==> config.mk <==
export PLATFORM = sky130hd
export DESIGN_NAME = usb_tx_encoder
export DESIGN_NICKNAME = d
export VERILOG_FILES = /design/src/rtl/usb_tx_pkg.sv /design/src/rtl/usb_tx_bit_timer.sv /design/src/rtl/usb_tx_encoder.sv
export SDC_FILE = /design/constraint.sdc
export NUM_CORES = 1
export LEC_CHECK = 0
export BUFFER_PORTS_ARGS = -buffer_cell sky130_fd_sc_hd__buf_4
export CAP_MARGIN = 20
export CORE_MARGIN = 2
export CORE_UTILIZATION = 23
export CTS_BUF_LIST = sky130_fd_sc_hd__clkbuf_8
export CTS_CLUSTER_DIAMETER = 40
export DETAILED_ROUTE_END_ITERATION = 8
export SYNTH_ARGS = -nofsm -noshare
export SYNTH_HDL_FRONTEND = slang
export SYNTH_HIERARCHICAL = 1
export SYNTH_SLANG_ARGS = --single-unit
==> constraint.sdc <==
create_clock -name clk -period 2.4 [get_ports clk]
set_clock_uncertainty 0.2 [all_clocks]
set_input_delay 0.36 -clock clk [delete_from_list [all_inputs] [get_ports clk]]
set_output_delay 0.36 -clock clk [all_outputs]
set_load 0.02 [all_outputs]
==> src/rtl/usb_tx_pkg.sv <==
`default_nettype none
// ============================================================================
//  Module      : usb_tx_pkg
//  Description : Shared types and constants for the USB full-speed transmit
//                line encoder. Contents:
//                  tx_state_t   encoder FSM state
//                  SYNC_BYTE    SYNC pattern, sent LSB-first
//                  STUFF_LIMIT  number of consecutive ones that forces a
//                               stuffed zero
//                  LINE_*       {d_plus, d_minus} line states
//                  nrzi_next()  NRZI line update for one bit
//  Revision    : 1.0 - initial release
// ============================================================================
package usb_tx_pkg;

  typedef enum logic [2:0] {
    ST_IDLE    = 3'd0,
    ST_SYNC    = 3'd1,
    ST_DATA    = 3'd2,
    ST_STUFF   = 3'd3,
    ST_EOP_SE0 = 3'd4,
    ST_EOP_J   = 3'd5
  } tx_state_t;

  localparam logic [7:0] SYNC_BYTE   = 8'h80;
  localparam logic [2:0] STUFF_LIMIT = 3'd6;

  // Line states are packed as {d_plus, d_minus}
  localparam logic [1:0] LINE_J   = 2'b10;
  localparam logic [1:0] LINE_K   = 2'b01;
  localparam logic [1:0] LINE_SE0 = 2'b00;

  // A 1 holds the line, a 0 flips J<->K.
  function automatic logic [1:0] nrzi_next(input logic [1:0] line, input logic bit_val);
    if (bit_val) begin
      return line;
    end
    return (line == LINE_J) ? LINE_K : LINE_J;
  endfunction

endpackage
`default_nettype wire

==> src/rtl/usb_tx_bit_timer.sv <==
`default_nettype none
// ============================================================================
//  Module      : usb_tx_bit_timer
//  Description : Free-running USB bit-time counter. Counts 0..CLKS_PER_BIT-1
//                and flags the last clock of every bit time.
//  Ports       : clk        in  system clock
//                rst        in  synchronous reset, active-high
//                restart    in  force the count back to zero (start of a bit)
//                bit_strobe out high for the final clk of each bit time
//  Revision    : 1.0 - initial release
// ============================================================================
module usb_tx_bit_timer #(
  parameter int CLKS_PER_BIT = 8
) (
  input  logic clk,
  input  logic rst,
  input  logic restart,
  output logic bit_strobe
);

  localparam int            CW       = (CLKS_PER_BIT > 1) ? $clog2(CLKS_PER_BIT) : 1;
  localparam logic [CW-1:0] LAST_CNT = CW'(CLKS_PER_BIT - 1);

  logic [CW-1:0] r_count;

  always_ff @(posedge clk) begin
    if (rst || restart) begin
      r_count <= '0;
    end else if (r_count == LAST_CNT) begin
      r_count <= '0;
    end else begin
      r_count <= r_count + 1'b1;
    end
  end

  assign bit_strobe = (r_count == LAST_CNT);

endmodule
`default_nettype wire

==> src/rtl/usb_tx_encoder.sv <==
`default_nettype none
// ============================================================================
//  Module      : usb_tx_encoder
//  Description : USB full-speed transmit line encoder. Takes packet bytes over
//                a valid/ready handshake, prepends SYNC, serialises LSB-first
//                with bit stuffing and NRZI, and closes each packet with EOP
//                (SE0 for two bit times, then J for one).
//  Ports       : clk       in   system clock
//                rst       in   synchronous reset, active-high
//                tx_data   in   8  packet byte (SYNC excluded)
//                tx_valid  in   tx_data valid
//                tx_last   in   tx_data is the final byte of the packet
//                tx_ready  out  byte accepted on edge where valid & ready
//                d_plus    out  encoded D+
//                d_minus   out  encoded D-
//                tx_busy   out  packet in progress (first accept .. EOP J end)
//                tx_error  out  one-clk pulse on underrun abort
//  Revision    : 1.0 - initial release
// ============================================================================
module usb_tx_encoder
  import usb_tx_pkg::*;
#(
  parameter int CLKS_PER_BIT = 8
) (
  input  logic       clk,
  input  logic       rst,
  input  logic [7:0] tx_data,
  input  logic       tx_valid,
  input  logic       tx_last,
  output logic       tx_ready,
  output logic       d_plus,
  output logic       d_minus,
  output logic       tx_busy,
  output logic       tx_error
);

  tx_state_t  r_state;
  tx_state_t  w_next_state;

  // Byte currently on the wire (bit 0 is the bit being sent) and the
  // byte waiting behind it; each carries its own tx_last flag.
  logic [7:0] r_shift;
  logic       r_shift_last;
  logic [7:0] r_hold;
  logic       r_hold_last;
  logic       r_hold_full;

  logic [2:0] r_bit_cnt;
  logic [2:0] w_bit_cnt_next;
  logic [2:0] r_ones;
  logic [1:0] r_line;
  logic [1:0] w_line_next;
  logic       r_ready_en;
  logic       r_error;

  logic       w_strobe;
  logic       w_accept;
  logic       w_start;
  logic       w_shift;
  logic       w_emit;
  logic       w_bit;
  logic       w_error;
  logic       w_data_adv;
  logic       w_load_hold;
  logic       w_eop_state;

  usb_tx_bit_timer #(
    .CLKS_PER_BIT (CLKS_PER_BIT)
  ) u_bit_timer (
    .clk        (clk),
    .rst        (rst),
    .restart    (w_start),
    .bit_strobe (w_strobe)
  );

  // --------------------------------------------------------------------------
  // Load decisions are kept out of the FSM block: tx_ready depends on them and
  // the FSM block depends on tx_ready through w_accept.
  // --------------------------------------------------------------------------
  // Data advances at a bit boundary unless six ones demand a stuffed zero.
  // In ST_STUFF the counter was just cleared by the stuffed bit.
  assign w_data_adv = w_strobe
                   && ((r_state == ST_DATA) || (r_state == ST_STUFF))
                   && (r_ones != STUFF_LIMIT);

  assign w_load_hold = w_strobe && (r_bit_cnt == 3'd7)
                    && ((r_state == ST_SYNC)
                        || (w_data_adv && !r_shift_last && r_hold_full));

  assign w_accept = tx_valid && tx_ready;

  // --------------------------------------------------------------------------
  // FSM state register
  // --------------------------------------------------------------------------
  always_ff @(posedge clk) begin
    if (rst) begin
      r_state <= ST_IDLE;
    end else begin
      r_state <= w_next_state;
    end
  end

  // --------------------------------------------------------------------------
  // FSM next-state and per-bit control. Everything except the IDLE start
  // happens only on a bit boundary, so each line state lasts one bit time.
  // --------------------------------------------------------------------------
  always_comb begin
    w_next_state   = r_state;
    w_bit_cnt_next = r_bit_cnt;
    w_line_next    = r_line;
    w_start        = 1'b0;
    w_shift        = 1'b0;
    w_emit         = 1'b0;
    w_bit          = 1'b0;
    w_error        = 1'b0;

    unique case (r_state)
      ST_IDLE: begin
        // A byte may already sit in hold if it arrived while the previous
        // packet's final byte was shifting out; it starts the next packet.
        if (w_accept || r_hold_full) begin
          w_next_state   = ST_SYNC;
          w_start        = 1'b1;
          w_emit         = 1'b1;
          w_bit          = SYNC_BYTE[0];
          w_bit_cnt_next = 3'd0;
        end
      end

      ST_SYNC: begin
        if (w_strobe) begin
          w_emit = 1'b1;
          if (r_bit_cnt == 3'd7) begin
            w_next_state   = ST_DATA;
            w_bit          = r_hold[0];
            w_bit_cnt_next = 3'd0;
          end else begin
            w_shift        = 1'b1;
            w_bit          = r_shift[1];
            w_bit_cnt_next = r_bit_cnt + 3'd1;
          end
        end
      end

      ST_DATA, ST_STUFF: begin
        if (w_strobe) begin
          if (!w_data_adv) begin
            // Stuffing is checked first so a stuff bit after a byte's
            // final bit goes out before EOP or the next byte.
            w_next_state = ST_STUFF;
            w_emit       = 1'b1;
            w_bit        = 1'b0;
          end else if (r_bit_cnt != 3'd7) begin
            w_next_state   = ST_DATA;
            w_shift        = 1'b1;
            w_emit         = 1'b1;
            w_bit          = r_shift[1];
            w_bit_cnt_next = r_bit_cnt + 3'd1;
          end else if (w_load_hold) begin
            w_next_state   = ST_DATA;
            w_emit         = 1'b1;
            w_bit          = r_hold[0];
            w_bit_cnt_next = 3'd0;
          end else begin
            // Either the last byte finished or the source ran dry (abort).
            w_next_state   = ST_EOP_SE0;
            w_line_next    = LINE_SE0;
            w_bit_cnt_next = 3'd0;
            w_error        = !r_shift_last;
          end
        end
      end

      ST_EOP_SE0: begin
        if (w_strobe) begin
          if (r_bit_cnt == 3'd0) begin
            w_bit_cnt_next = 3'd1;
          end else begin
            w_next_state   = ST_EOP_J;
            w_line_next    = LINE_J;
            w_bit_cnt_next = 3'd0;
          end
        end
      end

      ST_EOP_J: begin
        if (w_strobe) begin
          w_next_state = ST_IDLE;
        end
      end

      default: begin
        w_next_state = ST_IDLE;
        w_line_next  = LINE_J;
      end
    endcase

    if (w_emit) begin
      w_line_next = nrzi_next(r_line, w_bit);
    end
  end

  // --------------------------------------------------------------------------
  // FSM outputs
  // --------------------------------------------------------------------------
  always_comb begin
    w_eop_state = (r_state == ST_EOP_SE0) || (r_state == ST_EOP_J);
    tx_busy     = (r_state != ST_IDLE);
    // A new byte may enter hold on the same edge hold drains into shift.
    tx_ready    = r_ready_en && !w_eop_state && (!r_hold_full || w_load_hold);
  end

  // --------------------------------------------------------------------------
  // Datapath: shift/hold registers, ones counter, line register
  // --------------------------------------------------------------------------
  always_ff @(posedge clk) begin
    if (rst) begin
      r_shift      <= 8'h00;
      r_shift_last <= 1'b0;
      r_hold       <= 8'h00;
      r_hold_last  <= 1'b0;
      r_hold_full  <= 1'b0;
      r_bit_cnt    <= 3'd0;
      r_ones       <= 3'd0;
      r_line       <= LINE_J;
      r_ready_en   <= 1'b0;
      r_error      <= 1'b0;
    end else begin
      r_ready_en <= 1'b1;
      r_error    <= w_error;
      r_bit_cnt  <= w_bit_cnt_next;
      r_line     <= w_line_next;

      if (w_start) begin
        r_shift      <= SYNC_BYTE;
        r_shift_last <= 1'b0;
      end else if (w_load_hold) begin
        r_shift      <= r_hold;
        r_shift_last <= r_hold_last;
      end else if (w_shift) begin
        r_shift <= {1'b0, r_shift[7:1]};
      end

      if (w_accept) begin
        r_hold      <= tx_data;
        r_hold_last <= tx_last;
        r_hold_full <= 1'b1;
      end else if (w_load_hold) begin
        r_hold_full <= 1'b0;
      end

      if (w_start) begin
        r_ones <= 3'd0;
      end else if (w_emit) begin
        r_ones <= w_bit ? (r_ones + 3'd1) : 3'd0;
      end
    end
  end

  assign d_plus   = r_line[1];
  assign d_minus  = r_line[0];
  assign tx_error = r_error;

endmodule
`default_nettype wire
======== After elaboration in Yosys (flattened, before gate mapping) ========
Index checks and enable logic that the tools add are counted.
word-level totals
  output and inout port bits .............. 5
  register bits after elaboration ......... 35
operators by class
  reduce and logical (&&, ||, !) cells .... 33
  multiplexer cells ....................... 60
  bitwise gates (word level) .............. 3
  equal/unequal tests ..................... 26
  $add $sub $neg .......................... 3
operator list
  cell                                                    count
  2-to-1 mux 3 bit                                        18
  inequality test 3 bit (second input constant)           9
  2-to-1 mux 1 bit                                        24
  2-to-1 mux 8 bit                                        3
  2-to-1 mux 2 bit                                        9
  one-hot mux 3 bit (5 select lines)                      1
  inequality test 2 bit (second input constant)           7
  equality test 3 bit (second input constant)             4
  one-hot mux 3 bit (4 select lines)                      1
  adder 3 x 1 -> 3 bit (second input constant)            3
  logical AND 1 bit                                       9
  AND reduction 8 bit                                     1
  AND reduction 7 bit                                     1
  equality test 3 x 2 -> 1 bit (second input constant)    2
  zero test 3 bit                                         2
  logical OR 1 bit                                        6
  one-hot mux 2 bit (3 select lines)                      1
  AND reduction 6 bit                                     1
  nonzero test 3 bit                                      2
  OR reduction 2 bit                                      3
  OR reduction 6 bit                                      1
  inequality test 2 x 1 -> 1 bit (second input constant)  2
  one-hot mux 1 bit (2 select lines)                      2
  nonzero test 2 bit                                      2
  other kinds (7)                                         11

======== Logic depth before layout (Yosys ltp) ========
Gate-level depths: netlist of run 1.
  depth in word-level cells ............... 17
  depth in mapped cells ................... 8

======== Modules after synthesis ========
The synthesis of run 1 kept the hierarchy.
by module, submodules not included
  module            cells each  area each (µm²)  instances
  usb_tx_encoder    191         1609.0           1
  usb_tx_bit_timer  8           108.9            1

======== Worst setup path after synthesis of run 1 ========
No wires, ideal clock.
  kind .................................... register -> output
  start ................................... register u_bit_timer.r_count[0]
  end ..................................... output tx_ready
  setup slack ............................. 0.012 ns
  arrival time ............................ 1.828 ns
  cell stages (with the launch flop) ...... 8
  cell sequence ........................... dfxtp_1 > ha_1 > ha_1 > a21boi_2 > nand4_1 > and2_1 > buf_2 > a21oi_1
between the ends
  word-level cells in the longest chain between the ends .. 9
  elaborated cells between the ends (all ways) .. 10
  classes of those cells .................. 1 x eq/ne; 9 x reduce/logical
RTL lines
  element                          line                    source
  start: declaration               usb_tx_bit_timer.sv:24  logic [CW-1:0] r_count;
  start signal: assignment         usb_tx_bit_timer.sv:32  r_count <= r_count + 1'b1;
  equality test 3 bit *            usb_tx_bit_timer.sv:36  assign bit_strobe = (r_count == LAST_CNT);
  named net w_strobe               usb_tx_encoder.sv:56    logic w_strobe;
  logical AND 1 bit                usb_tx_encoder.sv:83    && ((r_state == ST_DATA) || (r_state == ST_STUFF))
  logical AND 1 bit                usb_tx_encoder.sv:84    && (r_ones != STUFF_LIMIT);
  logical AND 1 bit (2 in series)  usb_tx_encoder.sv:88    || (w_data_adv && !r_shift_last && r_hold_full));
  logical OR 1 bit                 usb_tx_encoder.sv:88
  logical AND 1 bit *              usb_tx_encoder.sv:87    && ((r_state == ST_SYNC)
  logical OR 1 bit *               usb_tx_encoder.sv:210   tx_ready = r_ready_en && !w_eop_state && (!r_hold_full || w_load_hold);
  logical AND 1 bit *              usb_tx_encoder.sv:210
  end: declaration                 usb_tx_encoder.sv:30    output logic tx_ready,
Mark *: on every way through the listed nets, which the timed path passes. The rest lies on a longest branch.

======== Worst setup path in the final report of run 1 ========
Same ends and word-level chain as after synthesis.

==> results of run 1 <==
==> what timing repair did <==
| item | CTS | global route |
|---|---|---|
| setup endpoints to repair | 1 | 1 |
| pin swaps | 0 | 3 |
| resized for setup | 2 | 9 |
==> logic make-up (layout without fill, tap and decap cells) <==
kind of cell,count (synthesis),in the layout,synth area share (%)
buffers and inverters,20,41,5.24
muxes,11,11,6.41
adders and majority gates,7,7,5.10
and+or+nand+nor,79,79,24.3
DFF,34,34,39.6
AOI/OAI and AO/OA,48,48,19.4
==> placed cells by master, fill, tap and decap left out, types with 2 or more instances in the layout <==
| cell type | count |
|---|---|
| bufinv_16 | 2 |
| o31ai_1 | 2 |
| mux2i_1 | 11 |
| nand2_1 | 18 |
| nor2b_1 | 2 |
| inv_1 | 9 |
| ha_4 | 2 |
| buf_4 | 23 |
| nand2b_1 | 8 |
| ha_1 | 4 |
| dfxtp_2 | 4 |
| nand3_1 | 7 |
| nor3_1 | 2 |
| o2111a_1 | 2 |
| nor4_1 | 2 |
| nor2_1 | 21 |
| nor4b_1 | 2 |
| a22oi_1 | 3 |
| clkbuf_8 | 5 |
| dfxtp_1 | 30 |
| a211oi_1 | 2 |
| a311oi_1 | 3 |
| nand4_1 | 5 |
| o21ai_0 | 6 |
| a21oi_1 | 14 |
| a31oi_1 | 4 |
==> worst register-to-register path: stages, from the launching register on <==
cell and delay, ns:
dfxtp_2 0.32, ha_2 0.19, ha_4 0.17, a21boi_4 0.14
buf_4 0.16, and4_1 0.20, o2111a_1 0.25, o31ai_1 0.20
a21oi_1 0.09
==> registers in the layout, indices dropped and copies added (netlist names) <==
register and count:
r_shift_last 1, r_ready_en 1, tx_error 1, r_shift 7
r_hold_last 1, u_bit_timer/r_count 3, r_bit_cnt 3, r_ones 3
r_state 3, r_hold_full 1, r_hold 8, r_line 2
==> final timing paths <==
| kind | cells after the start | slack, ns | startpoint | to |
|---|---|---|---|---|
| max reg2reg | 8 | 0.36 | u_bit_timer/r_count[0] | r_line[0] |
| min | 3 | 0.09 | tx_data[7] | r_hold[7] |
| min reg2reg | 1 | 0.22 | u_bit_timer/r_count[0] | u_bit_timer/r_count[0] |
| max | 7 | 0.07 | u_bit_timer/r_count[0] | tx_ready |
==> per-stage QoR <==
| step | hold slack [ns] | setup WS, ns | setup TNS [ns] | utilization (%) | area, um^2 |
|---|---|---|---|---|---|
| 6_report | 0.0920 | 0.0723 | 0 | 29.5 | 2140 |
| 5_1_grt | 0.0962 | -0.0276 | -0.0276 | 29.5 | 2140 |
| 3_3_place_gp | 0.215 | 0.314 | 0 | 27.0 | 1960 |
| 3_5_place_dp | 0.224 | 0.279 | 0 | 27.0 | 1960 |
| 2_1_floorplan | 0.204 | 0.0123 | 0 | - | 1720 |
| 4_1_cts | 0.0874 | 0.0160 | 0 | 29.0 | 2100 |
==> Yosys cell counts, types with 2 or more instances <==
library cell,instances,area [um^2]
nor2b_1,2,12.5
nand4_1,5,31.3
o21ai_0,6,30.0
buf_4,2,15.0
clkbuf_1,2,7.51
a31oi_1,4,25.0
a22oi_1,3,22.5
nand2b_1,8,50.1
a211oi_1,2,15.0
a311oi_1,3,26.3
buf_2,5,25.0
nor4_1,2,12.5
nor4b_1,2,17.5
mux2i_1,11,110
ha_1,7,87.6
and2_1,2,12.5
o2111a_1,2,22.5
nor2_1,21,78.8
o31ai_1,2,15.0
nand3_1,7,35.0
nand2_1,18,67.6
dfxtp_1,34,681
inv_1,9,33.8
a21oi_1,14,70.1
nor3_1,2,10.0
==> layer usage <==
metal	share of wire [%]	routed length, um	GRT usage [%]
met1	46	1810	13.2
met2	50	1970	16.6
met3	2.2	88	2.25
met4	1.4	55	4.49
met5	0	0	0
==> where the power goes <==
part           internal [uW]  switching (uW)  total, uW
clock                    416             225        641
combinational           68.8            79.3        148
sequential               588            22.0        610
==> final cells by class <==
| type | count | share of cell area (%) |
|---|---|---|
| Inverter | 10 | 1.75 |
| Tap cell | 99 | 5.78 |
| Sequential cell | 34 | 32.0 |
| Timing Repair Buffer | 23 | 8.06 |
| Clock inverter | 3 | 3.21 |
| Clock buffer | 5 | 3.21 |
| Multi-Input combinational cell | 145 | 46.0 |
==> impl_metrics.env, run 1 <==
export IMPL_outcome="finished, final reports clean"
export IMPL_critPathCaptureType="output port"
export IMPL_dpl_hpwl_um=2830
export IMPL_fillers=782
export IMPL_crit_chain="ha_2, ha_4, a21boi_4, nand4_1, and2_4, a21oi_1, buf_4"
export IMPL_finalCritPeriodShare_pct=97.0
export IMPL_fin_cells=319
export IMPL_drc=0
export IMPL_post_cts_buffers=0
export IMPL_postRouteAntennaNets=0
export IMPL_power_uw=1400
export IMPL_die_area_um2=8180
export IMPL_ys_seq_area_share_pct=39.6
export IMPL_die_w_um=90.4
export IMPL_hold_viol=0
export IMPL_ys_types=49
export IMPL_grt_usage_pct=10.3
export IMPL_register_area_um2=686
export IMPL_wl_um=3920
export IMPL_synth_warnings=6
export IMPL_syn_num_nets=218
export IMPL_avgViaCountPerCell=4.71
export IMPL_finalSetupViolCount=0
export IMPL_dp_cells=311
export IMPL_start_kind="flop"
export IMPL_min_period_ns=2.33
export IMPL_core_area_um2=7250
export IMPL_cts_sinks=34
export IMPL_peakVddDrop_mv=0.303
export IMPL_drt_iter0_markers=110
export IMPL_multi_input_area_um2=985
export IMPL_hold_class="input pin to flop"
export IMPL_synth_ff_type="dfxtp_1"
export IMPL_clkSlewWorstSetupHoldPaths_ns=0.08
export IMPL_max_stage_delay_ns=0.33
export IMPL_maxCapViolCount=0
export IMPL_dr_pass1_iters=4
export IMPL_grt_pass1_vias=1422
export IMPL_async_flop_share_pct=0
export IMPL_port_buffers=16
export IMPL_antenna_cells=0
export IMPL_initial_utilization_pct=23.7
export IMPL_p_leak_uw=0.000804
export IMPL_worst_path_buf_inv=1
export IMPL_avgSynthCellArea_um2=8.63
export IMPL_grt_pass1_wl_um=6850
export IMPL_tightest_slew_ns=0.423
export IMPL_synth_edf_count=0
export IMPL_holdBufCountCts=0
export IMPL_final_max_slew_viol_count=0
export IMPL_clk_path_buf_depth=2
export IMPL_fin_nets=238
export IMPL_row_count=31
export IMPL_wl_per_cell_um=12.3
export IMPL_worst_skew_pair_late_latency_ns=0.30
export IMPL_htree_levels=2
export IMPL_critical_path_max_fanout=5
export IMPL_antenna_found_initial=0
export IMPL_synth_area_um2=1720
export IMPL_cp_top_family="adder cells"
export IMPL_slowest_stage="dfxtp_2"
export IMPL_dieHeight_um=90.4
export IMPL_drive_above_1_share_pct=22.3
export IMPL_gr_total_overflow=0
export IMPL_root_buffer="clkbuf_8"
export IMPL_grt_max_degree=24
export IMPL_postSynthCellCount=199
export IMPL_powerDensity_nw_per_um2=653
export IMPL_fmax_ghz=0.430
export IMPL_cp_required_ns=1.84
export IMPL_slew_headroom_pct=71.7
export IMPL_vias=1502
export IMPL_cts_buffers=5
export IMPL_io_pins=17
export IMPL_tritoncts="yes"
export IMPL_synth_seq_cells=34
export IMPL_area_growth_syn_to_layout_pct=24.7
export IMPL_cp_arrival_ns=1.77
export IMPL_gp_congestion=0.817
export IMPL_crit_type="flop to output port"
(Power assumes the default switching activity.)
==> run 2, diff against run 1 <==
--- a/config.mk
+++ b/config.mk
@@ -5,7 +5,7 @@
 export SDC_FILE = /design/constraint.sdc
 export NUM_CORES = 1
 export LEC_CHECK = 0
-export BUFFER_PORTS_ARGS = -buffer_cell sky130_fd_sc_hd__buf_4
+export BUFFER_PORTS_ARGS = -buffer_cell sky130_fd_sc_hd__buf_2
 export CAP_MARGIN = 20
 export CORE_MARGIN = 2
 export CORE_UTILIZATION = 23
==> run 2 against run 1 <==
Compared with the run above:
- count of clock-buffer cells in the layout stayed put
- non-clock buffer count increased by 1
- fmax increased by 0.59%
- final cell count rose by 0.31%
- power down 0.72%
- routed wire length fell by 1.9%
- setup slack better by 0.014 ns
- critical path depth did not move
==> impl_metrics.env, run 2 (synthesis gave the netlist of run 1 again) <==
export IMPL_fmax_ghz=0.432
export IMPL_drc=0
export IMPL_cts_sinks=34
export IMPL_crit_type="flop to output port"
export IMPL_initial_utilization_pct=23.7
export IMPL_dieHeight_um=90.4
export IMPL_fin_nets=239
export IMPL_core_area_um2=7250
export IMPL_hold_class="input pin to flop"
export IMPL_antenna_cells=0
export IMPL_clk_path_buf_depth=2
export IMPL_dpl_hpwl_um=2740
export IMPL_worst_hold_slack_ns=0.100
export IMPL_dr_pass1_iters=4
export IMPL_antenna_found_initial=0
export IMPL_row_count=31
export IMPL_htree_levels=2
export IMPL_grt_max_degree=24
export IMPL_tritoncts="yes"
export IMPL_wl_per_cell_um=12.0
export IMPL_top_regs="r_hold x8, r_shift x7"
export IMPL_final_cell_mix="dfxtp_1, nor2_1, nand2_1"
export IMPL_start_kind="flop"
export IMPL_die_w_um=90.4
export IMPL_design_area_um2=2080
export IMPL_io_pins=17
export IMPL_grt_pass1_wl_um=6690
export IMPL_fin_cells=320
export IMPL_worst_skew_pair_late_latency_ns=0.29
export IMPL_peakVddDrop_mv=0.302
export IMPL_area_growth_syn_to_layout_pct=21.0
export IMPL_maxCapViolCount=0
export IMPL_critPathCaptureType="output port"
export IMPL_postRouteAntennaNets=0
export IMPL_dp_cells=311
export IMPL_drt_iter0_markers=66
export IMPL_timing_rr_start="r_bit_cnt[0]"
export IMPL_slew_headroom_pct=70.0
export IMPL_cts_buffers=5
export IMPL_tightest_slew_ns=0.450
export IMPL_drive_above_1_share_pct=19.9
export IMPL_top_register="r_hold"
export IMPL_grt_pass1_vias=1418
export IMPL_fin_util_pct=28.7
export IMPL_die_area_um2=8180
export IMPL_power_uw=1390
export IMPL_final_max_slew_viol_count=0
export IMPL_min_period_ns=2.31
export IMPL_cp_startpoint="u_bit_timer/r_count[0]"
export IMPL_reg2reg_slack_ns=0.27
export IMPL_avgViaCountPerCell=4.66
export IMPL_outcome="finished, final reports clean"
export IMPL_worstHoldStart="tx_data[1]"
export IMPL_final_common_cell="dfxtp_1"
export IMPL_finalSetupViolCount=0
export IMPL_dpl_instance_area_um2=1920
export IMPL_port_buffers=16
export IMPL_hold_viol=0
export IMPL_root_buffer="clkbuf_8"
export IMPL_largest_reg_flops=8
export IMPL_grt_usage_pct=9.84
export IMPL_fillers=778
export IMPL_wl_um=3850
export IMPL_cp_required_ns=1.84
export IMPL_clkSlewWorstSetupHoldPaths_ns=0.07
export IMPL_p_leak_uw=0.000803
export IMPL_gp_congestion=0.832
export IMPL_vias=1492
export IMPL_cp_arrival_ns=1.75
export IMPL_gr_total_overflow=0
export IMPL_powerDensity_nw_per_um2=668
export IMPL_critical_path_max_fanout=3
export IMPL_finalCritPeriodShare_pct=96.4
-- run 2: cell types whose count changed in the layout (fill, tap and decap cells not counted), moves of 2 or more --
cell and delta:
buf_2 +15, buf_4 -15, dfxtp_1 +4, dfxtp_2 -4, ha_1 +3, ha_4 -2
-- run 2: layout make-up --
| type | count | area, um^2 | area share [%] |
|---|---|---|---|
| Timing Repair Buffer | 24 | 146 | 7.04 |
| Tap cell | 99 | 124 | 5.96 |
| Multi-Input combinational cell | 145 | 953 | 45.8 |
| Inverter | 10 | 37.5 | 1.81 |
| Sequential cell | 34 | 681 | 32.7 |
| Clock buffer | 5 | 68.8 | 3.31 |
| Clock inverter | 3 | 68.8 | 3.31 |
-- run 2: repair_timing --
item                       CTS  global route
resized for setup            0             4
setup endpoints to repair    0             1
hold buffers                 0             0
buffers inserted             0             1
-- run 2: layer usage --
metal  wire (um)  global-route usage (%)  up-vias
li1            -                       -      756
met1        1880                    13.2      708
met2        1800                    15.2       24
met3         131                    2.50        4
met4          31                    3.59        0
met5           0                       0        -
-- run 2: report_power, final --
part	leakage, uW	internal [uW]	switching (uW)	total, uW
Sequential	0.000277	587	19.2	606
Clock	0.0000683	416	221	638
Combinational	0.000458	62.6	82.8	145
-- run 2: worst paths after layout --
| kind | depth (start not counted) | end |
|---|---|---|
| worst max-delay path | 7 | tx_ready |
| worst min-delay path | 3 | r_hold[1] |
| worst max register to register | 8 | r_line[0] |
| worst min register to register | 1 | u_bit_timer/r_count[0] |
-- run 2: metrics by stage --
stage,setup WS (ns),setup TNS (ns)
2_1_floorplan,0.0123,0
3_3_place_gp,0.335,0
3_5_place_dp,0.331,0
4_1_cts,0.0151,0
5_1_grt,-0.0220,-0.0220
6_report,0.0860,0
-- run 2: critical path, stage by stage, from the launching register on --
cell and delay (ns):
dfxtp_1 0.33, ha_1 0.15, ha_1 0.17, a21boi_2 0.19
nand4_1 0.14, and2_4 0.20, a21oi_2 0.14, buf_4 0.15
